**src/rtl/skolem_sweep_ctrl.sv**
```systemverilog
// skolem_sweep_ctrl
//   Exhaustive checker sequencer for a combinational Skolem-function netlist.
//   It walks x_out through every assignment of the universal inputs. Each
//   vector is held for SETTLE cycles, and then the formula evaluator's verdict
//   (phi_in) is sampled. The sweep stops at the first counterexample or after
//   the all-ones vector. It reports pass/fail, the failing vector and the
//   Skolem output seen there.
//
// Ports
//   clk, rst_n     rising-edge clock, asynchronous active-low reset
//   start          begin a sweep (accepted only in IDLE or DONE)
//   abort          cancel and clear results (accepted in every state)
//   x_out          current assignment driven onto the shared input bus
//   y_in           Skolem output for x_out
//   phi_in         formula value for (x_out, y_in); 1 = holds
//   busy           sweep in progress
//   done           sweep finished; held until the next accepted start or abort
//   pass           valid with done; 1 = every vector satisfied phi
//   cex, cex_y     failing vector and y_in at it (0 unless done && !pass)
//   vec_cnt        vectors sampled in the current or last sweep
//   state_dbg      FSM state for checkers (0 IDLE, 1 RUN, 2 DONE)
//
// Control semantics: start and abort are level-sampled on each rising edge.
// There is no handshake back to the host. Abort wins over start and over a
// final sample on the same edge. A start seen while RUN is dropped.

module skolem_sweep_ctrl #(
  parameter int N_IN   = 8,
  parameter int SETTLE = 1
) (
  input  logic            clk,
  input  logic            rst_n,
  input  logic            start,
  input  logic            abort,
  output logic [N_IN-1:0] x_out,
  input  logic            y_in,
  input  logic            phi_in,
  output logic            busy,
  output logic            done,
  output logic            pass,
  output logic [N_IN-1:0] cex,
  output logic            cex_y,
  output logic [N_IN:0]   vec_cnt,
  output logic [1:0]      state_dbg
);

  typedef enum logic [1:0] {
    S_IDLE = 2'd0,
    S_RUN  = 2'd1,
    S_DONE = 2'd2
  } state_t;

  // The settle counter counts down to 0. The edge at which it reads 0 is the
  // sampling edge, so a reload value of SETTLE-1 holds each vector SETTLE edges.
  localparam logic [3:0] RELOAD = 4'(SETTLE - 1);

  state_t            state_q, state_d;
  logic [N_IN-1:0]   x_q, x_d;
  logic              busy_q, busy_d;
  logic              done_q, done_d;
  logic              pass_q, pass_d;
  logic [N_IN-1:0]   cex_q, cex_d;
  logic              cex_y_q, cex_y_d;
  logic [N_IN:0]     vec_cnt_q, vec_cnt_d;
  logic [3:0]        cnt_q, cnt_d;

  always_comb begin
    state_d   = state_q;
    x_d       = x_q;
    busy_d    = busy_q;
    done_d    = done_q;
    pass_d    = pass_q;
    cex_d     = cex_q;
    cex_y_d   = cex_y_q;
    vec_cnt_d = vec_cnt_q;
    cnt_d     = cnt_q;

    if (abort) begin
      // x_out deliberately keeps its value so the host can see where it stopped.
      state_d   = S_IDLE;
      busy_d    = 1'b0;
      done_d    = 1'b0;
      pass_d    = 1'b0;
      cex_d     = '0;
      cex_y_d   = 1'b0;
      vec_cnt_d = '0;
    end else begin
      case (state_q)
        S_IDLE, S_DONE: begin
          if (start) begin
            state_d   = S_RUN;
            x_d       = '0;
            busy_d    = 1'b1;
            done_d    = 1'b0;
            pass_d    = 1'b0;
            cex_d     = '0;
            cex_y_d   = 1'b0;
            vec_cnt_d = '0;
            cnt_d     = RELOAD;
          end
        end
        S_RUN: begin
          if (cnt_q == 4'd0) begin
            vec_cnt_d = vec_cnt_q + (N_IN+1)'(1);
            if (!phi_in) begin
              state_d = S_DONE;
              busy_d  = 1'b0;
              done_d  = 1'b1;
              pass_d  = 1'b0;
              cex_d   = x_q;
              cex_y_d = y_in;
            end else if (&x_q) begin
              // The last vector passed. x_out stays all-ones and never wraps.
              state_d = S_DONE;
              busy_d  = 1'b0;
              done_d  = 1'b1;
              pass_d  = 1'b1;
            end else begin
              x_d   = x_q + N_IN'(1);
              cnt_d = RELOAD;
            end
          end else begin
            cnt_d = cnt_q - 4'd1;
          end
        end
        default: state_d = S_IDLE;
      endcase
    end
  end

  always_ff @(posedge clk or negedge rst_n) begin
    if (!rst_n) begin
      state_q   <= S_IDLE;
      x_q       <= '0;
      busy_q    <= 1'b0;
      done_q    <= 1'b0;
      pass_q    <= 1'b0;
      cex_q     <= '0;
      cex_y_q   <= 1'b0;
      vec_cnt_q <= '0;
      cnt_q     <= '0;
    end else begin
      state_q   <= state_d;
      x_q       <= x_d;
      busy_q    <= busy_d;
      done_q    <= done_d;
      pass_q    <= pass_d;
      cex_q     <= cex_d;
      cex_y_q   <= cex_y_d;
      vec_cnt_q <= vec_cnt_d;
      cnt_q     <= cnt_d;
    end
  end

  assign x_out     = x_q;
  assign busy      = busy_q;
  assign done      = done_q;
  assign pass      = pass_q;
  assign cex       = cex_q;
  assign cex_y     = cex_y_q;
  assign vec_cnt   = vec_cnt_q;
  assign state_dbg = state_q;

endmodule

```
**config.mk**
```make
export PLATFORM = sky130hd
export DESIGN_NAME = skolem_sweep_ctrl
export DESIGN_NICKNAME = d
export VERILOG_FILES = /design/src/rtl/skolem_sweep_ctrl.sv
export SDC_FILE = /design/constraint.sdc
export NUM_CORES = 1
export LEC_CHECK = 0
export BUFFER_PORTS_ARGS = -buffer_cell sky130_fd_sc_hd__buf_2
export CAP_MARGIN = 40
export CORE_AREA = 2 2 74 69
export DETAILED_ROUTE_END_ITERATION = 6
export DIE_AREA = 0 0 76 71
export GPL_TIMING_DRIVEN = 0
export PLACE_DENSITY_LB_ADDON = 0.2
export SYNTH_ARGS = -nofsm -noshare
export SYNTH_HDL_FRONTEND = slang
export SYNTH_SLANG_ARGS = --single-unit
```
**constraint.sdc**
```tcl
create_clock -name clk -period 2.1 [get_ports clk]
set_input_delay 0.42 -clock clk [delete_from_list [all_inputs] [get_ports clk]]
set_output_delay 0.42 -clock clk [all_outputs]
set_load 0.05 [all_outputs]
```
Yosys cells after proc, flatten, opt, wreduce, memory -nomap -nowiden
Index checks and enable logic that the tools add are counted.

word-level totals
  register bits = 35
  input port bits = 6
  output and inout bits = 31
  logic and storage cells = 81

operators by class
  $add $sub $neg = 3
  equal/unequal tests = 12
  multiplexer cells = 44
  bitwise gates (word level) = 1
  reductions and logical operators = 12

operators with widths
  cell                                                                count
  8-bit two-way mux                                                   7
  8-bit case mux with 2 select lines                                  2
  9-bit two-way mux                                                   3
  9-bit case mux with 2 select lines                                  1
  1-bit two-way mux                                                   16
  4-bit two-way mux                                                   4
  3-bit inequality test, second input constant                        5
  2-bit two-way mux                                                   5
  9-bit by 1-bit adder with 9-bit output, second input constant       1
  8-bit by 1-bit adder with 8-bit output, second input constant       1
  2-bit inequality test, second input constant                        4
  1-bit case mux with 2 select lines                                  4
  4-bit case mux with 2 select lines                                  1
  4-bit AND reduction                                                 2
  8-bit AND reduction                                                 1
  3-bit AND reduction                                                 2
  6-bit AND reduction                                                 1
  5-bit AND reduction                                                 1
  4-bit logical NOT                                                   1
  4-bit inequality test, second input constant                        1
  2-bit case mux with 2 select lines                                  1
  4-bit by 1-bit subtractor with 4-bit output, second input constant  1
  3-bit nonzero test                                                  1
  2-bit by 1-bit == test with 1-bit output, second input constant     1
  other kinds (5)                                                     5

Logic depth before layout (Yosys ltp)
  depth in word-level cells = 6
  gate-level depth with buffers = 7
  mapped depth without buffers = 6

Least setup slack after synthesis
No wires, ideal clock.

  kind = register -> register
  start = register vec_cnt_q[0], in the netlist vec_cnt[0]
  end = register vec_cnt_q[8], in the netlist vec_cnt[8]
  setup time = 0.067 ns
  arrival = 1.830 ns
  required time = 2.033 ns
  slack = 0.203 ns
  stages on the path, launching flop included = 6
  cell sequence = dfrtp_1 > ha_1 > and4_1 > nand4_2 > or4_1 > nand2_1

between the ends
  word-level cells in the longest chain between the ends = 4

ends and longest elaborated chain
  what                                    RTL line  RTL
  start, declared                         64        logic [N_IN:0] vec_cnt_q, vec_cnt_d;
  start signal, assigned                  150       vec_cnt_q <= vec_cnt_d;
  9-bit by 1-bit adder with 9-bit output  104       vec_cnt_d = vec_cnt_q + (N_IN+1)'(1);
  9-bit two-way mux                       103       if (cnt_q == 4'd0) begin
  9-bit case mux with 2 select lines      88        case (state_q)
  9-bit two-way mux                       78        if (abort) begin

Every way passes these cells. The select of a mux whose other input is x is not followed.
A chain may end at the register's enable or synchronous reset.

Worst setup path in the final report
  start = register cnt_q[0]
  end = register cex_q[2], in the netlist cex[2]

between the ends
  word-level cells in the longest chain between the ends = 3

ends and longest elaborated chain
  what                             RTL line  RTL
  start, declared                  65        logic [3:0] cnt_q, cnt_d;
  start signal, assigned           151       cnt_q <= cnt_d;
  4-bit logical NOT                103
  3-bit inequality test (no line)  n/a
  4-bit AND reduction (no line)    n/a
  end signal, assigned             138       cex_q <= '0;
  end signal, assigned             148       cex_q <= cex_d;
  end, declared                    62        logic [N_IN-1:0] cex_q, cex_d;

Every way passes these cells.

==> run_results.csv <==
group,metric,value,unit
global_routing,grt_max_degree,36,
sta,fin_setup_tns,0,ns
die,die_width,76,um
global_routing,grt_pass1_vias,1497,
layout,register_area,876,sq um
setup_path,worstPathRequired,2.30,ns
sta,hold_violations,0,
setup_path,crit_fanout,10,
clock_network,h-tree-depth,2,
clock_network,cts_made_buffers,5,
sta,finalClockSkew,0.00516,ns
global_routing,gr-usage-all-layers,0.170,
place,routabilityCongestion,0.794,
clock_network,clk_latency,0.28,ns
synth,synth_xor_area_frac,0.0196,
synth,synth_ff_type,"dfrtp_1",
drt,drc,0,
sta,setup_viol,0,
layout,antenna_cells,0,
synth,yosys-mux-area-fraction,0.00561,
synth,synthArstFlopShare,1.00,
drt,drtIter0Drc,85,
clock_network,cts_sinks,35,
setup_path,cp.arrival,2.15,ns
synth,avgSynthCellArea,9.64,sq um
sta,max_freq,513,MHz
global_routing,overflow,0,
sta,min_period,1.95,ns
drt,routed-via-count,1575,
global_routing,antenna_found_initial,0,
pwr,p_leak,0.00104,uW
pwr,ir_worst_vdd,0.614,mV
layout,multiInputGateArea,871,sq um
hold_path,min_path_type,"input port to asynchronous set/reset pin",
die,pin_count,37,
setup_path,endpoint_kind,"flip-flop",
synth,synth_cell_types,41,
layout,nets,239,
die,chipHeight,71,um
pwr,powerDensity,968,mW/mm^2
synth,syn-cell-area,0.00178,sq mm
layout,utilization,0.470,
layout,final_layout_size_suffix_gt1_frac,0.252,
clock_network,cts.reportedPaths.clkPinSlew,0.07,ns
die,row_count,24,
synth,synth-simple-area-share,0.234,
job,max-cap-violations,0,
clock_network,cts_tree,"yes",
drt,ant_nets,0,
synth,synth_edf_count,0,
synth,synth_compound_area_frac,0.200,
drt,finalWirelength,4.14,mm
synth,synth_seq_cells,35,
synth,syn_nets,195,
synth,synthCells,185,
layout,fillCellCount,448,
synth,yosysWarnings,0,
clock_network,cts_hold_buffers,0,
sta,grt_setup_unrepaired,"false",
drt,wl_per_cell,14.0,um
setup_path,worstSetupPathType,"flip-flop to flip-flop",
drt,detail_route.first_pass.iterations,4,
drt,route.detailed.vias_per_inst,5.34,
place,port-buffer-count,36,
synth,ys_seq_area_frac,0.491,
sta,max_slew_margin,0.472,
global_routing,grt_pass1_wl,7.29,mm
layout,area_growth,22.7,%
setup_path,startpoint_type,"flip-flop",
die,start_util,0.383,
sta,worstMarginPinSlew,0.792,ns
synth,synthAdderAreaFrac,0.0281,
sta,hold_slack,0.214,ns
clock_network,cts_buffer_depth,2,
die,core-area,0.00465,sq mm
synth,synth_top_family_by_area,"simple AND/OR/NAND/NOR gates",
sta,final_max_slew_viol_count,0,
status,status,"finished, final reports clean",
die,dieArea,0.00540,sq mm
sta,fin_crit_sh,0.929,
clock_network,cts-root-buf,"clkbuf_8",
place,dp_hpwl,2.99,mm
cells in the final DEF, fill, tap and decap left out, types with 2 or more instances in the layout:
cell       instances
a21o_1             2
a21oi_1            5
a31oi_1            9
and4_1             3
buf_2             40
bufinv_16          2
clkbuf_1           2
clkbuf_8           5
dfrtp_1           35
ha_1               4
inv_1              4
nand2_1           31
nand2b_1           4
nand3_1            7
nand4_1            5
nor2_1            12
nor2b_1            2
nor3_1             3
nor3b_1            2
o211ai_1           3
o21a_1             3
o21ai_0           17
o31ai_1            3
or3b_2             2
or4_1              2
xor2_1             3
where the power goes:
group	internal (uW)	leakage [uW]	switching [uW]
Combinational	185	0.000488	408
Clock	475	0.0000654	244
Sequential	734	0.000482	70.7
worst paths after layout:
check                      cells past startpoint                       end                  from  slack, ns
setup / recovery                               7        cex[2]$_DFFE_PN0P_  cnt_q[0]$_DFFE_PN0P_       0.15
hold / removal                                 1        cex[7]$_DFFE_PN0P_                 rst_n       0.21
setup reg to reg                               7        cex[2]$_DFFE_PN0P_  cnt_q[0]$_DFFE_PN0P_       0.15
hold reg to reg                                2        cex[1]$_DFFE_PN0P_    cex[1]$_DFFE_PN0P_       0.48
max in group asynchronous                      1  state_dbg[1]$_DFFE_PN0P_                 rst_n       1.38
min in group clk                               3         cex_y$_DFFE_PN0P_                  y_in       0.38
state kept, by name, summed over array words and instances, names as in the netlist:
register	count
busy	1
pass	1
vec_cnt	9
cex_y	1
x_out	8
cex	8
cnt_q	4
done	1
state_dbg	2
logic make-up after synthesis:
| group | Yosys count |
|---|---|
| buffers and inverters | 9 |
| flip-flops | 35 |
| XOR/XNOR | 4 |
| adder cells (fa/ha/maj) | 4 |
| AO/OA/AOI/OAI | 53 |
| multiplexers | 1 |
| AND/OR/NAND/NOR | 79 |
Yosys cell counts (2+ instances only):
cell type | instances | area [sq um]
a21o_1 | 2 | 15.0
a21oi_1 | 5 | 25.0
a31oi_1 | 9 | 56.3
and4_1 | 3 | 26.3
buf_2 | 4 | 20.0
dfrtp_1 | 35 | 876
ha_1 | 4 | 50.1
inv_1 | 4 | 15.0
nand2_1 | 32 | 120
nand2b_1 | 4 | 25.0
nand3_1 | 7 | 35.0
nand4_1 | 5 | 31.3
nor2_1 | 12 | 45.0
nor2b_1 | 2 | 12.5
nor3_1 | 3 | 15.0
nor3b_1 | 2 | 15.0
o211ai_1 | 3 | 22.5
o21a_1 | 3 | 22.5
o21ai_0 | 18 | 90.1
o31ai_1 | 3 | 22.5
or3b_2 | 2 | 17.5
or4_1 | 2 | 15.0
xor2_1 | 3 | 26.3
repair_timing:
item,4_1_cts,5_1_grt
endpoints found under the setup margin,0,6
resized for setup,0,2
buffers inserted,0,1
per-layer routing:
layer  up-vias  part of all wire  global-route usage
met5         -                 0                   0
met2        39              0.46               0.262
met4         0             0.014              0.0667
li1        774                 -                   -
met3         6             0.044              0.0395
met1       756              0.48               0.236
final cells by class:
| cell class | count | share of cell area |
|---|---|---|
| sequential | 35 | 0.400 |
| multi-input combinational | 141 | 0.398 |
| timing repair buffer | 37 | 0.0858 |
| tap | 65 | 0.0372 |
| clock buffer | 6 | 0.0332 |
| clock inverter | 2 | 0.0275 |
| buffer | 5 | 0.0109 |
| inverter | 4 | 0.00686 |
through the flow:
step	power (uW)	area, sq um	std cells	setup slack (ns)
6_report	2120	2190	295	0.150
5_1_grt	2250	2190	295	0.0300
4_1_cts	2110	2180	294	0.102
3_5_place_dp	1380	2040	286	0.0193
3_3_place_gp	1380	2040	286	0.0136
2_1_floorplan	1230	1780	185	0.203
critical path, stage by stage (launching register included):
cell and delay, ns:
dfrtp_1 0.39, inv_1 0.08, ha_1 0.20, nor3b_4 0.19, a311oi_4 0.54, buf_2 0.31, nand2_1 0.07, o21ai_0 0.08
No activity file was read; power rests on OpenSTA's default activity.
